[config.mk]
export PLATFORM = sky130hd
export DESIGN_NAME = alu_stimulus_sequencer
export DESIGN_NICKNAME = d
export VERILOG_FILES = /design/src/rtl/alu_stimulus_sequencer.sv
export SDC_FILE = /design/constraint.sdc
export NUM_CORES = 1
export LEC_CHECK = 0
export ABC_AREA = 1
export BUFFER_PORTS_ARGS = -buffer_cell sky130_fd_sc_hd__buf_4
export CAP_MARGIN = 5
export CORE_ASPECT_RATIO = 0.7
export CORE_MARGIN = 8
export CORE_UTILIZATION = 25
export DETAILED_ROUTE_END_ITERATION = 16
export GPL_ROUTABILITY_DRIVEN = 0
export SETUP_SLACK_MARGIN = 0.02
export SLEW_MARGIN = 10
export SYNTH_ARGS = -nofsm -noshare
export SYNTH_HDL_FRONTEND = slang
export SYNTH_HIERARCHICAL = 1
export SYNTH_SLANG_ARGS = --single-unit
[constraint.sdc]
create_clock -name clk_i -period 2.2 [get_ports clk_i]
set_input_delay 0.11 -clock clk_i [delete_from_list [all_inputs] [get_ports clk_i]]
set_output_delay 0.11 -clock clk_i [all_outputs]
set_load 0.01 [all_outputs]
[src/rtl/alu_stimulus_sequencer.sv]
// Button/switch front end for the ALU demonstrator: synchronises and debounces the
// raw inputs and steps the (operacion, addra, addrb) sequence manually or on a timer.

module alu_stimulus_sequencer_debounce #(
   parameter int CYCLES = 500000
) (
   input  logic clk_i,
   input  logic rst_i,
   input  logic level_i,
   output logic deb_o
);
   localparam int CW = $clog2(CYCLES);

   logic [CW-1:0] cnt_r;
   logic          deb_r;

   // Accept a new level only after CYCLES consecutive disagreeing samples.
   always_ff @(posedge clk_i) begin
      if (rst_i) begin
         cnt_r <= {CW{1'b0}};
         deb_r <= 1'b0;
      end else if (level_i == deb_r) begin
         cnt_r <= {CW{1'b0}};
      end else if (cnt_r == CW'(CYCLES - 1)) begin
         deb_r <= level_i;
         cnt_r <= {CW{1'b0}};
      end else begin
         cnt_r <= cnt_r + CW'(1);
      end
   end

   assign deb_o = deb_r;
endmodule

module alu_stimulus_sequencer #(
   parameter int DEBOUNCE_CYCLES = 500000,
   parameter int AUTO_PERIOD     = 50000000,
   parameter int OP_LAST         = 7
) (
   input  logic       clk_i,
   input  logic       rst_i,
   input  logic       btn_step_i,
   input  logic       btn_mode_i,
   input  logic       auto_en_i,
   output logic [2:0] addra_o,
   output logic [2:0] addrb_o,
   output logic [2:0] operacion_o,
   output logic [1:0] seloperacion_o,
   output logic       step_o,
   output logic       wrap_o,
   output logic       auto_o
);
   localparam int         TW     = $clog2(AUTO_PERIOD);
   localparam logic [2:0] OP_MAX = 3'(OP_LAST);

   typedef enum logic [0:0] {
      ST_MANUAL = 1'b0,
      ST_AUTO   = 1'b1
   } state_t;

   state_t        state_r, state_nxt_s;
   logic [TW-1:0] timer_r, timer_nxt_s;
   logic [2:0]    sync1_r, sync2_r;
   logic          deb_step_s, deb_mode_s;
   logic          deb_step_d_r, deb_mode_d_r;
   logic          step_rise_s, mode_rise_s, auto_tick_s, step_evt_s, wrap_nxt_s;
   logic [2:0]    addra_nxt_s, addrb_nxt_s, op_nxt_s;
   logic [1:0]    sel_nxt_s;

   // Two-flop synchronisers; bit order {auto_en, mode, step}.
   always_ff @(posedge clk_i) begin
      if (rst_i) begin
         sync1_r <= 3'b000;
         sync2_r <= 3'b000;
      end else begin
         sync1_r <= {auto_en_i, btn_mode_i, btn_step_i};
         sync2_r <= sync1_r;
      end
   end

   alu_stimulus_sequencer_debounce #(.CYCLES(DEBOUNCE_CYCLES)) u_deb_step (
      .clk_i   (clk_i),
      .rst_i   (rst_i),
      .level_i (sync2_r[0]),
      .deb_o   (deb_step_s)
   );

   alu_stimulus_sequencer_debounce #(.CYCLES(DEBOUNCE_CYCLES)) u_deb_mode (
      .clk_i   (clk_i),
      .rst_i   (rst_i),
      .level_i (sync2_r[1]),
      .deb_o   (deb_mode_s)
   );

   assign step_rise_s = deb_step_s & ~deb_step_d_r;
   assign mode_rise_s = deb_mode_s & ~deb_mode_d_r;

   // Mode FSM and auto-step timer; a step due on the exit cycle still fires.
   always_comb begin
      state_nxt_s = state_r;
      timer_nxt_s = timer_r;
      auto_tick_s = 1'b0;
      case (state_r)
         ST_MANUAL: begin
            timer_nxt_s = {TW{1'b0}};
            if (sync2_r[2]) begin
               state_nxt_s = ST_AUTO;
            end else begin
               state_nxt_s = ST_MANUAL;
            end
         end
         ST_AUTO: begin
            if (timer_r == TW'(AUTO_PERIOD - 1)) begin
               auto_tick_s = 1'b1;
               timer_nxt_s = {TW{1'b0}};
            end else begin
               timer_nxt_s = timer_r + TW'(1);
            end
            if (!sync2_r[2]) begin
               state_nxt_s = ST_MANUAL;
               timer_nxt_s = {TW{1'b0}};
            end else begin
               state_nxt_s = ST_AUTO;
            end
         end
         default: begin
            state_nxt_s = ST_MANUAL;
            timer_nxt_s = {TW{1'b0}};
         end
      endcase
   end

   assign step_evt_s = auto_tick_s | (step_rise_s & (state_r == ST_MANUAL));

   // Nested counter: addrb is least significant, operacion most significant.
   always_comb begin
      addrb_nxt_s = addrb_o;
      addra_nxt_s = addra_o;
      op_nxt_s    = operacion_o;
      if (step_evt_s) begin
         addrb_nxt_s = addrb_o + 3'd1;
         if (addrb_o == 3'd7) begin
            addra_nxt_s = addra_o + 3'd1;
            if (addra_o == 3'd7) begin
               if (operacion_o == OP_MAX) begin
                  op_nxt_s = 3'd0;
               end else begin
                  op_nxt_s = operacion_o + 3'd1;
               end
            end else begin
               op_nxt_s = operacion_o;
            end
         end else begin
            addra_nxt_s = addra_o;
         end
      end else begin
         addrb_nxt_s = addrb_o;
      end
   end

   assign wrap_nxt_s = step_evt_s & (addrb_nxt_s == 3'd0) & (addra_nxt_s == 3'd0) &
                       (op_nxt_s == 3'd0);

   // Display source rotates result -> A -> B; code 11 falls back to result.
   always_comb begin
      sel_nxt_s = seloperacion_o;
      if (mode_rise_s) begin
         case (seloperacion_o)
            2'b00:   sel_nxt_s = 2'b01;
            2'b01:   sel_nxt_s = 2'b10;
            default: sel_nxt_s = 2'b00;
         endcase
      end else begin
         sel_nxt_s = seloperacion_o;
      end
   end

   // State, edge-detect history and registered outputs.
   always_ff @(posedge clk_i) begin
      if (rst_i) begin
         state_r        <= ST_MANUAL;
         timer_r        <= {TW{1'b0}};
         deb_step_d_r   <= 1'b0;
         deb_mode_d_r   <= 1'b0;
         addra_o        <= 3'd0;
         addrb_o        <= 3'd0;
         operacion_o    <= 3'd0;
         seloperacion_o <= 2'b00;
         step_o         <= 1'b0;
         wrap_o         <= 1'b0;
         auto_o         <= 1'b0;
      end else begin
         state_r        <= state_nxt_s;
         timer_r        <= timer_nxt_s;
         deb_step_d_r   <= deb_step_s;
         deb_mode_d_r   <= deb_mode_s;
         addra_o        <= addra_nxt_s;
         addrb_o        <= addrb_nxt_s;
         operacion_o    <= op_nxt_s;
         seloperacion_o <= sel_nxt_s;
         step_o         <= step_evt_s;
         wrap_o         <= wrap_nxt_s;
         auto_o         <= (state_nxt_s == ST_AUTO);
      end
   end
endmodule
==> metrics, run 1 <==
DIE HEIGHT=129.1 um; fin crit period=1979 ps; CTS Root Cell=clkbuf_16; synthesis warning total=6; leakage power=0.001927 uW; worst path required time=2480 ps; Int Pwr=2621 uW; Layout Skew=6.701 ps; post-synth net total=675; Clock transition at path regs=70 ps; Achievable Freq=0.5054 GHz; num ports=19; switching share of total power=0.2121; crit start category=register; Crit Path Class=reg2reg; Sw Pwr=705.5 uW; grt ovf=0; Synth Instances=661; Crit. End Element=register; Clock Sinks=88; clk_lat worst skew=350 ps; Syn Area/Cell=6.905 um^2; asr flop ratio synth=0; DR vias=3,940; Core Region=17,950 um^2; #FFs+latches synth=88; wl on met1=5552 um; GRT Overall Usage=0.08935; DP Area=4950 um^2; RSZ-0062 raised after global routing=no; chip width=177.5 um; setup violators final=0; quantity of I/O buffers inserted on ports=18; Synth Cell Area=4564 um^2; final hold violation count=0; Final ANT Viol Nets=0; metal2 WL=3705 um; Worst Tran Pin Value=512.6 ps; CP arrival=2260 ps; MaxCap Viol Count=0; Yosys cell types=36; DRC=0; hold crit path type=in2reg; post-route setup TNS=0 ps; antenna cell count=0; Slew Limit Fails=0; final critical-path share of the clock period=0.8994; DP Wirelength=7453 um; Comb pwr share=0.015; Area growth, synth to finish=16.15%; part of the power in registers=0.483; layout cell share with drive strength beyond 1=0.1441; first-pass GRT wire length=16,960 um; initial antenna violation count=0; full die area=22,910 um^2; WL final=9898 um; met3 WL=555 um; status=complete, no violations; EDFF count, synth=0; vias in the first global route=3,542; Max IR drop VDD=0.0003642 V; largest net degree at the start of global routing=22; H-tree depth=3; Max transition margin=0.6573; starting density of the core=0.2542; top_reg_cell synth=dfxtp_1; drt wl/cell=10.64 um; CTS buffer count=9; Clk pwr share=0.502; Max Root-Sink Buffers=2; sequential fraction of the synthesis area=0.3860; Crit Path Max Fanout=11; Layout Nets=703; Pwr per Cell Area=627.4 nW/um^2; cts-stage hold buffer count=3; DR pass1 iterations=5; Iteration-0 DRC Markers=299; Resize count post-CTS=0; uppermost layer routed=met4; CTS tree=built; postcts setup bufs=0; Fillers=1,951; vias per inst=4.237; design area=5301 um^2; FP Rows=41
[stage by stage]
| step | hold WS, ps | cells | utilization | worst slack (ps) | total power, uW |
|---|---|---|---|---|---|
| 3_5_place_dp | 316.3 | 911 | 0.2757 | 242.1 | 1688 |
| 3_3_place_gp | 313.7 | 911 | 0.2757 | 341.4 | 1688 |
| 5_1_grt | 114.5 | 930 | 0.2953 | 35.57 | 3447 |
| 4_1_cts | 92.66 | 930 | 0.2953 | 224.9 | 3371 |
| 6_report | 100.7 | 930 | 0.2953 | 221.2 | 3326 |
| 2_1_floorplan | 217.0 | 661 | - | 507.5 | 1675 |
[cell type report]
cell class,instances,area [um^2],share of cell area
multi-input combinational,480,2412,0.4550
sequential,88,1762,0.3323
inverter,86,322.8,0.06089
tap,236,295.3,0.05570
clock buffer,10,229.0,0.04319
timing repair buffer,24,187.7,0.03540
clock inverter,6,92.59,0.01747
[Yosys cell counts, types with 4 or more instances]
cell type / instances / area (um^2)
xor2_1: 17 / 148.9
inv_2: 6 / 22.52
a21oi_1: 28 / 140.1
nand4_1: 10 / 62.56
nor3_1: 6 / 30.03
nand2_4: 4 / 45.04
xnor2_1: 9 / 78.83
nor2_2: 35 / 219.0
or2_2: 5 / 31.28
o21ai_0: 18 / 90.09
inv_1: 80 / 300.3
or2_0: 4 / 25.02
nand3_2: 4 / 40.04
nor2_1: 117 / 439.2
nand3_1: 41 / 205.2
dfxtp_1: 88 / 1762
nand2_1: 151 / 566.8
ha_1: 9 / 112.6
[cells in the final DEF (no fill, tap or decap), drive strengths merged, types with 3 or more instances in the layout]
cell and count:
o21ai 21, clkbuf 10, or2 9, nor2 154, xnor2 9, buf 21, inv 87, nor3 9
nand4 10, a21oi 28, dlygate4sd3 3, nand2 158, dfxtp 88, nand3 45, ha 9, xor2 17
[cells by family after synthesis]
kind of cell,after synthesis,synth area share
and+or+nand+nor,389,0.3860
buffers and inverters,93,0.08553
AOI/OAI and AO/OA,54,0.06332
xor gates and xnor gates,26,0.04989
DFF,88,0.3860
adders and majority gates,9,0.02467
muxes,2,0.004660
[sequential cells by signal (all words and copies together), names as in the netlist]
| name | count |
|---|---|
| u_deb_step/deb_o | 1 |
| operacion_o | 3 |
| seloperacion_o | 2 |
| u_deb_mode/cnt_r | 19 |
| step_o | 1 |
| addrb_o | 3 |
| sync1_r | 3 |
| u_deb_mode/deb_o | 1 |
| timer_r | 26 |
| sync2_r | 3 |
| state_r | 1 |
| u_deb_step/cnt_r | 19 |
| wrap_o | 1 |
| deb_mode_d_r | 1 |
| addra_o | 3 |
| deb_step_d_r | 1 |
[power groups by stage]
| stage | Clock, uW | Combinational (uW) | Sequential [uW] |
|---|---|---|---|
| global route | 1790 | 56.5 | 1600 |
| detailed placement | 0 | 45.9 | 1640 |
| global placement | 0 | 46.1 | 1640 |
| finish | 1670 | 49.8 | 1610 |
| CTS | 1720 | 50.5 | 1610 |
| floorplan | 0 | 34.4 | 1640 |
[worst max-delay path: stages (launching register included)]
cell     delay [ps]
dfxtp_1         330
ha_1            220
nand3_1         150
inv_1            70
nand2_1          70
nor2_2           40
nand2_2         100
nand3_1         380
inv_2           300
o21ai_0         120
a21oi_1         140
[final timing paths]
check	from	end	slack, ps	cells after the start
max reg2reg	timer_r[0]	timer_r[10]	220	10
min reg2reg	sync1_r[1]	sync2_r[1]	410	2
min	rst_i	sync1_r[1]	100	2
max	timer_r[0]	timer_r[10]	220	10
[routing by layer]
metal,up-vias,global-route usage
li1,2118,-
met1,1743,0.1323
met2,71,0.1209
met3,8,0.02935
met4,0,0.02102
met5,-,0
(Power assumes the default switching activity.)
==> run 2, diff against run 1 <==
--- a/config.mk
+++ b/config.mk
@@ -8,11 +8,14 @@
 export ABC_AREA = 1
 export BUFFER_PORTS_ARGS = -buffer_cell sky130_fd_sc_hd__buf_4
 export CAP_MARGIN = 5
+export CELL_PAD_IN_SITES_DETAIL_PLACEMENT = 1
+export CELL_PAD_IN_SITES_GLOBAL_PLACEMENT = 2
 export CORE_ASPECT_RATIO = 0.7
 export CORE_MARGIN = 8
 export CORE_UTILIZATION = 25
 export DETAILED_ROUTE_END_ITERATION = 16
 export GPL_ROUTABILITY_DRIVEN = 0
+export PLACE_DENSITY_LB_ADDON = 0.1
 export SETUP_SLACK_MARGIN = 0.02
 export SLEW_MARGIN = 10
 export SYNTH_ARGS = -nofsm -noshare
==> metrics, run 2 (same netlist as run 1, synthesis figures left out) <==
Comb pwr share=0.016 (was 0.015); crit path cell chain=ha_1 > nand3_1 > nor2_2 > nand2_1 > nor2_1 > nand3_1 > nor3_2 > nand3_1 > nand2_1 > nor2_1 (was ha_1 > nand3_1 > inv_1 > nand2_1 > nor2_2 > nand2_2 > nand3_1 > inv_2 > o21ai_0 > a21oi_1); final critical-path share of the clock period=0.8803 (was 0.8994); initial antenna violation count=0 (unchanged); grt ovf=0 (unchanged); leakage power=0.001912 uW (was 0.001927 uW); quantity of I/O buffers inserted on ports=18 (unchanged); GRT Overall Usage=0.1141 (was 0.08935); vias in the first global route=4,202 (was 3,542); DR vias=4,039 (was 3,940); design area=5254 um^2 (was 5301 um^2); DIE HEIGHT=129.1 um (unchanged); Crit Path Max Fanout=4 (was 11); Layout Cells excl Fill=928 (was 930); CTS tree=built (unchanged); Crit Path Class=reg2reg (unchanged); Area growth, synth to finish=15.10% (was 16.15%); Iteration-0 DRC Markers=121 (was 299); RSZ-0062 raised after global routing=no (unchanged); DR pass1 iterations=4 (was 5); post-route setup TNS=0 ps (unchanged); H-tree depth=3 (unchanged); chip width=177.5 um (unchanged); crit start category=register (unchanged); CTS Root Cell=clkbuf_16 (unchanged); max FFs per register=26 (unchanged); commonest non-fill, non-tap cell in the layout=nand2_1 (unchanged); fin crit period=1937 ps (was 1979 ps); cts-stage hold buffer count=2 (was 3); Max transition margin=0.7241 (was 0.6573); placed cell count=912 (was 911); Layout Skew=7.327 ps (was 6.701 ps); starting density of the core=0.2542 (unchanged); num ports=19 (unchanged); setup violators final=0 (unchanged); most frequent cells in the layout=151 x nand2_1, 117 x nor2_1, 88 x dfxtp_1 (unchanged); Sw Pwr=698.2 uW (was 705.5 uW); Crit. End Element=register (unchanged); DP Area=4957 um^2 (was 4950 um^2); antenna cell count=0 (unchanged); part of the power in registers=0.504 (was 0.483); largest net degree at the start of global routing=22 (unchanged); layout cell share with drive strength beyond 1=0.1431 (was 0.1441); WL final=12,070 um (was 9898 um); Clk pwr share=0.480 (was 0.502); switching share of total power=0.2195 (was 0.2121); Achievable Freq=0.5163 GHz (was 0.5054 GHz); Max IR drop VDD=0.0002875 V (was 0.0003642 V); Core Region=17,950 um^2 (unchanged); status=complete, no violations (unchanged); vias per inst=4.352 (was 4.237); Pwr per Cell Area=605.6 nW/um^2 (was 627.4 nW/um^2); Most Frequent Cell on Critical Path=nand3_1 (unchanged); Clock Sinks=88 (unchanged); Resize count post-CTS=0 (unchanged); Hold Slack=39.06 ps (was 100.7 ps); Max Root-Sink Buffers=2 (unchanged); worst path required time=2440 ps (was 2480 ps); postcts setup bufs=0 (unchanged); full die area=22,910 um^2 (unchanged); final hold violation count=0 (unchanged); drt wl/cell=13.00 um (was 10.64 um); slowest CP cell=dfxtp_1 (was nand3_1); R2R setup slack=260 ps (was 220 ps); worst stage delay on the critical path=380 ps (about the same); FP Rows=41 (unchanged); first-pass GRT wire length=21,050 um (was 16,960 um); Layout Nets=703 (unchanged); MaxCap Viol Count=0 (unchanged); Clock transition at path regs=70 ps (about the same); Int Pwr=2483 uW (was 2621 uW); Most flops, register=timer_r (unchanged); Slew Limit Fails=0 (unchanged); clk_lat worst skew=340 ps (was 350 ps); CTS buffer count=9 (unchanged); hold crit path type=in2reg (unchanged); Final ANT Viol Nets=0 (unchanged); DP Wirelength=9394 um (was 7453 um); Worst Tran Pin Value=412.3 ps (was 512.6 ps); CP arrival=2180 ps (was 2260 ps); biggest regs=timer_r (26), u_deb_mode/cnt_r (19), u_deb_step/cnt_r (19) (unchanged); DRC=0 (unchanged)
[run 2: cell types whose count changed in the layout (fill, tap and decap cells not counted)]
| cell | previous run | this run |
|---|---|---|
| clkinv_2 | 0 | 2 |
| inv_6 | 1 | 0 |
| buf_4 | 21 | 22 |
| dlygate4sd3_1 | 3 | 2 |
| bufinv_16 | 2 | 1 |
| clkinvlp_4 | 2 | 1 |
| clkinv_4 | 1 | 0 |
[run 2: path summary, 6_finish.rpt]
check,start,endpoint,cells after the start
max,timer_r[0],timer_r[18],10
min,btn_step_i,sync1_r[0],3
max reg2reg,timer_r[0],timer_r[18],10
min reg2reg,sync1_r[2],sync2_r[2],2
[run 2: layout make-up]
type                            count  area (um^2)
Tap cell                          236        295.3
Inverter                           86        322.8
Sequential cell                    88         1762
Clock inverter                      4        47.55
Multi-Input combinational cell    480         2412
Fill cell                        2266        12700
Timing Repair Buffer               24        185.2
Clock buffer                       10        229.0
[run 2: worst max-delay path, delay by kind of cell (launching register included)]
family / cells / cell delay, ps
DFF: 1 / 380
adders and majority gates: 1 / 200
and+or+nand+nor: 9 / 1270
[run 2: metrics by stage]
step | worst slack [ps] | power [uW] | util
finish | 263.3 | 3182 | 0.2926
global route | 64.88 | 3323 | 0.2926
CTS | 235.2 | 3265 | 0.2926
detailed placement | 244.8 | 1691 | 0.2761
global placement | 349.8 | 1690 | 0.2761
floorplan | 507.5 | 1675 | -
[run 2: power by group through the flow]
stage          clock network, uW  registers [uW]  logic, uW
6_report                    1530            1600       50.5
4_1_cts                     1610            1600       52.5
3_3_place_gp                   0            1640       48.7
3_5_place_dp                   0            1640       49.5
5_1_grt                     1660            1600       57.5
2_1_floorplan                  0            1640       34.4
[run 2: layer usage]
layer / vias up / wire (um) / share of wire / track usage
met2: 27 / 4894 / 0.41 / 0.1661
met5: - / 0 / 0 / 0
met3: 10 / 293 / 0.024 / 0.02906
met4: 0 / 141 / 0.012 / 0.02981
met1: 1877 / 6739 / 0.56 / 0.1638
li1: 2125 / - / - / -
==> run 3, diff against run 2 <==
--- a/config.mk
+++ b/config.mk
@@ -15,7 +15,7 @@
 export CORE_UTILIZATION = 25
 export DETAILED_ROUTE_END_ITERATION = 16
 export GPL_ROUTABILITY_DRIVEN = 0
-export PLACE_DENSITY_LB_ADDON = 0.1
+export PLACE_DENSITY = 0.71
 export SETUP_SLACK_MARGIN = 0.02
 export SLEW_MARGIN = 10
 export SYNTH_ARGS = -nofsm -noshare
==> metrics, run 3 (same netlist as run 1, synthesis figures left out) <==
status=complete, no violations (unchanged); Achievable Freq=0.5331 GHz (was 0.5163 GHz); postcts setup bufs=0 (unchanged); Layout Cells excl Fill=928 (unchanged); HP Start=rst_i (was btn_step_i); CTS tree=built (unchanged); grt ovf=0 (unchanged); Clk pwr share=0.480 (about the same); WL final=11,530 um (was 12,070 um); most frequent cells in the layout=151 x nand2_1, 117 x nor2_1, 88 x dfxtp_1 (unchanged); Pwr per Cell Area=605.3 nW/um^2 (was 605.6 nW/um^2); crit start category=register (unchanged); drt wl/cell=12.43 um (was 13.00 um); Most flops, register=timer_r (unchanged); overall power=3181 uW (was 3182 uW); leakage power=0.001912 uW (about the same); full die area=22,910 um^2 (unchanged); post-route setup TNS=0 ps (unchanged); CP arrival=2140 ps (was 2180 ps); vias per inst=4.338 (was 4.352); Int Pwr=2434 uW (was 2483 uW); crit path from=timer_r[0] (unchanged); final hold violation count=0 (unchanged); design area=5255 um^2 (was 5254 um^2); final critical-path share of the clock period=0.8526 (was 0.8803); part of the power in registers=0.504 (about the same); Crit Path Class=reg2reg (unchanged); Slew Limit Fails=0 (unchanged); starting density of the core=0.2542 (unchanged); worst stage delay on the critical path=380 ps (about the same); vias in the first global route=4,093 (was 4,202); initial antenna violation count=0 (unchanged); biggest regs=timer_r (26), u_deb_mode/cnt_r (19), u_deb_step/cnt_r (19) (unchanged); WP buf/inv=0 (unchanged); CTS buffer count=9 (unchanged); quantity of I/O buffers inserted on ports=18 (unchanged); RSZ-0062 raised after global routing=no (unchanged); DP Wirelength=8878 um (was 9394 um); Crit Path Max Fanout=4 (unchanged); R2R Path Start=timer_r[0] (unchanged); Max Root-Sink Buffers=2 (unchanged); Max transition margin=0.7293 (was 0.7241); worst slack at placement=324.0 ps (was 244.8 ps); commonest non-fill, non-tap cell in the layout=nand2_1 (unchanged); Max IR drop VDD=0.0003468 V (was 0.0002875 V); final setup margin=324.4 ps (was 263.3 ps); clk_lat worst skew=350 ps (was 340 ps); Crit. End Element=register (unchanged); hold crit path type=in2reg (unchanged); MaxCap Viol Count=0 (unchanged); DIE HEIGHT=129.1 um (unchanged); worst path required time=2460 ps (was 2440 ps); Layout Nets=701 (was 703); Clock transition at path regs=70 ps (about the same); DRC=0 (unchanged); Layout Skew=11.84 ps (was 7.327 ps); area of the multi-input gates=2412 um^2 (unchanged); FP Rows=41 (unchanged); placed cell count=909 (was 912); crit path cell chain=ha_1 > nand3_1 > nor2_2 > nand2_1 > nor2_1 > nand2_1 > nor3_2 > nor2_1 > nor3b_1 (was ha_1 > nand3_1 > nor2_2 > nand2_1 > nor2_1 > nand3_1 > nor3_2 > nand3_1 > nand2_1 > nor2_1); DP Area=4935 um^2 (was 4957 um^2); switching share of total power=0.2348 (was 0.2195); Core Region=17,950 um^2 (unchanged); delay-heaviest family, CP=simple AND/OR/NAND/NOR gates (unchanged); setup violators final=0 (unchanged); num ports=19 (unchanged); Fillers=2,275 (was 2,266); Final ANT Viol Nets=0 (unchanged); Clock Sinks=88 (unchanged); Worst Tran Pin Value=404.5 ps (was 412.3 ps); Sequential Area=1762 um^2 (unchanged); DR vias=4,026 (was 4,039); layout cell share with drive strength beyond 1=0.1431 (unchanged); CTS Root Cell=clkbuf_16 (unchanged); first-pass GRT wire length=20,040 um (was 21,050 um); Iteration-0 DRC Markers=163 (was 121); Comb pwr share=0.016 (about the same); chip width=177.5 um (unchanged); fin crit period=1876 ps (was 1937 ps); max FFs per register=26 (unchanged); H-tree depth=3 (unchanged); Area growth, synth to finish=15.13% (was 15.10%); largest net degree at the start of global routing=22 (unchanged); slowest CP cell=dfxtp_1 (unchanged); antenna cell count=0 (unchanged); Sw Pwr=746.7 uW (was 698.2 uW); DR pass1 iterations=4 (unchanged); GRT Overall Usage=0.1090 (was 0.1141)
## run 3: cell types whose count changed in the layout (fill, tap and decap cells not counted)
| cell | before | now |
|---|---|---|
| bufinv_16 | 1 | 0 |
| clkinvlp_4 | 1 | 0 |
| dlygate4sd3_1 | 2 | 3 |
| clkbuf_8 | 0 | 1 |
| buf_4 | 22 | 19 |
| clkbuf_1 | 1 | 0 |
| clkinv_4 | 0 | 2 |
| clkinv_2 | 2 | 1 |
| inv_6 | 0 | 2 |
| inv_8 | 0 | 1 |
## run 3: cell type report
class / count / share of cell area
Multi-Input combinational cell: 480 / 0.4590
Sequential cell: 88 / 0.3352
Inverter: 86 / 0.06143
Tap cell: 236 / 0.05619
Clock buffer: 10 / 0.04548
Timing Repair Buffer: 22 / 0.03286
Clock inverter: 6 / 0.009762
## run 3: power by group through the flow
stage / registers (uW) / logic, uW / clock network [uW]
floorplan: 1640 / 34.4 / 0
global placement: 1640 / 47.5 / 0
detailed placement: 1640 / 48.2 / 0
CTS: 1600 / 52.4 / 1590
global route: 1600 / 58.9 / 1660
finish: 1600 / 50.7 / 1530
## run 3: per-layer routing
layer  vias to the layer above  share of wire  track usage
li1                       2112              -            -
met1                      1871           0.54       0.1502
met2                        36           0.42       0.1607
met3                         7          0.033      0.03342
met4                         0          0.012      0.03226
met5                         -              0            0
## run 3: stage by stage
stage               hold slack, ps    util
global route                 110.7  0.2927
floorplan                    217.0       -
finish                       100.8  0.2927
global placement             312.0  0.2748
detailed placement           322.6  0.2748
CTS                          92.86  0.2927
## run 3: final timing paths
kind	endpoint	slack, ps	cells after the start
setup / recovery	timer_r[20]	320	9
hold / removal	sync1_r[1]	100	2
setup reg to reg	timer_r[20]	320	9
hold reg to reg	sync2_r[0]	410	2
## run 3: what timing repair did
action,CTS,global route
hold endpoints to repair,3,0
resized for setup,0,0
setup endpoints to repair,0,0
hold buffers,3,0
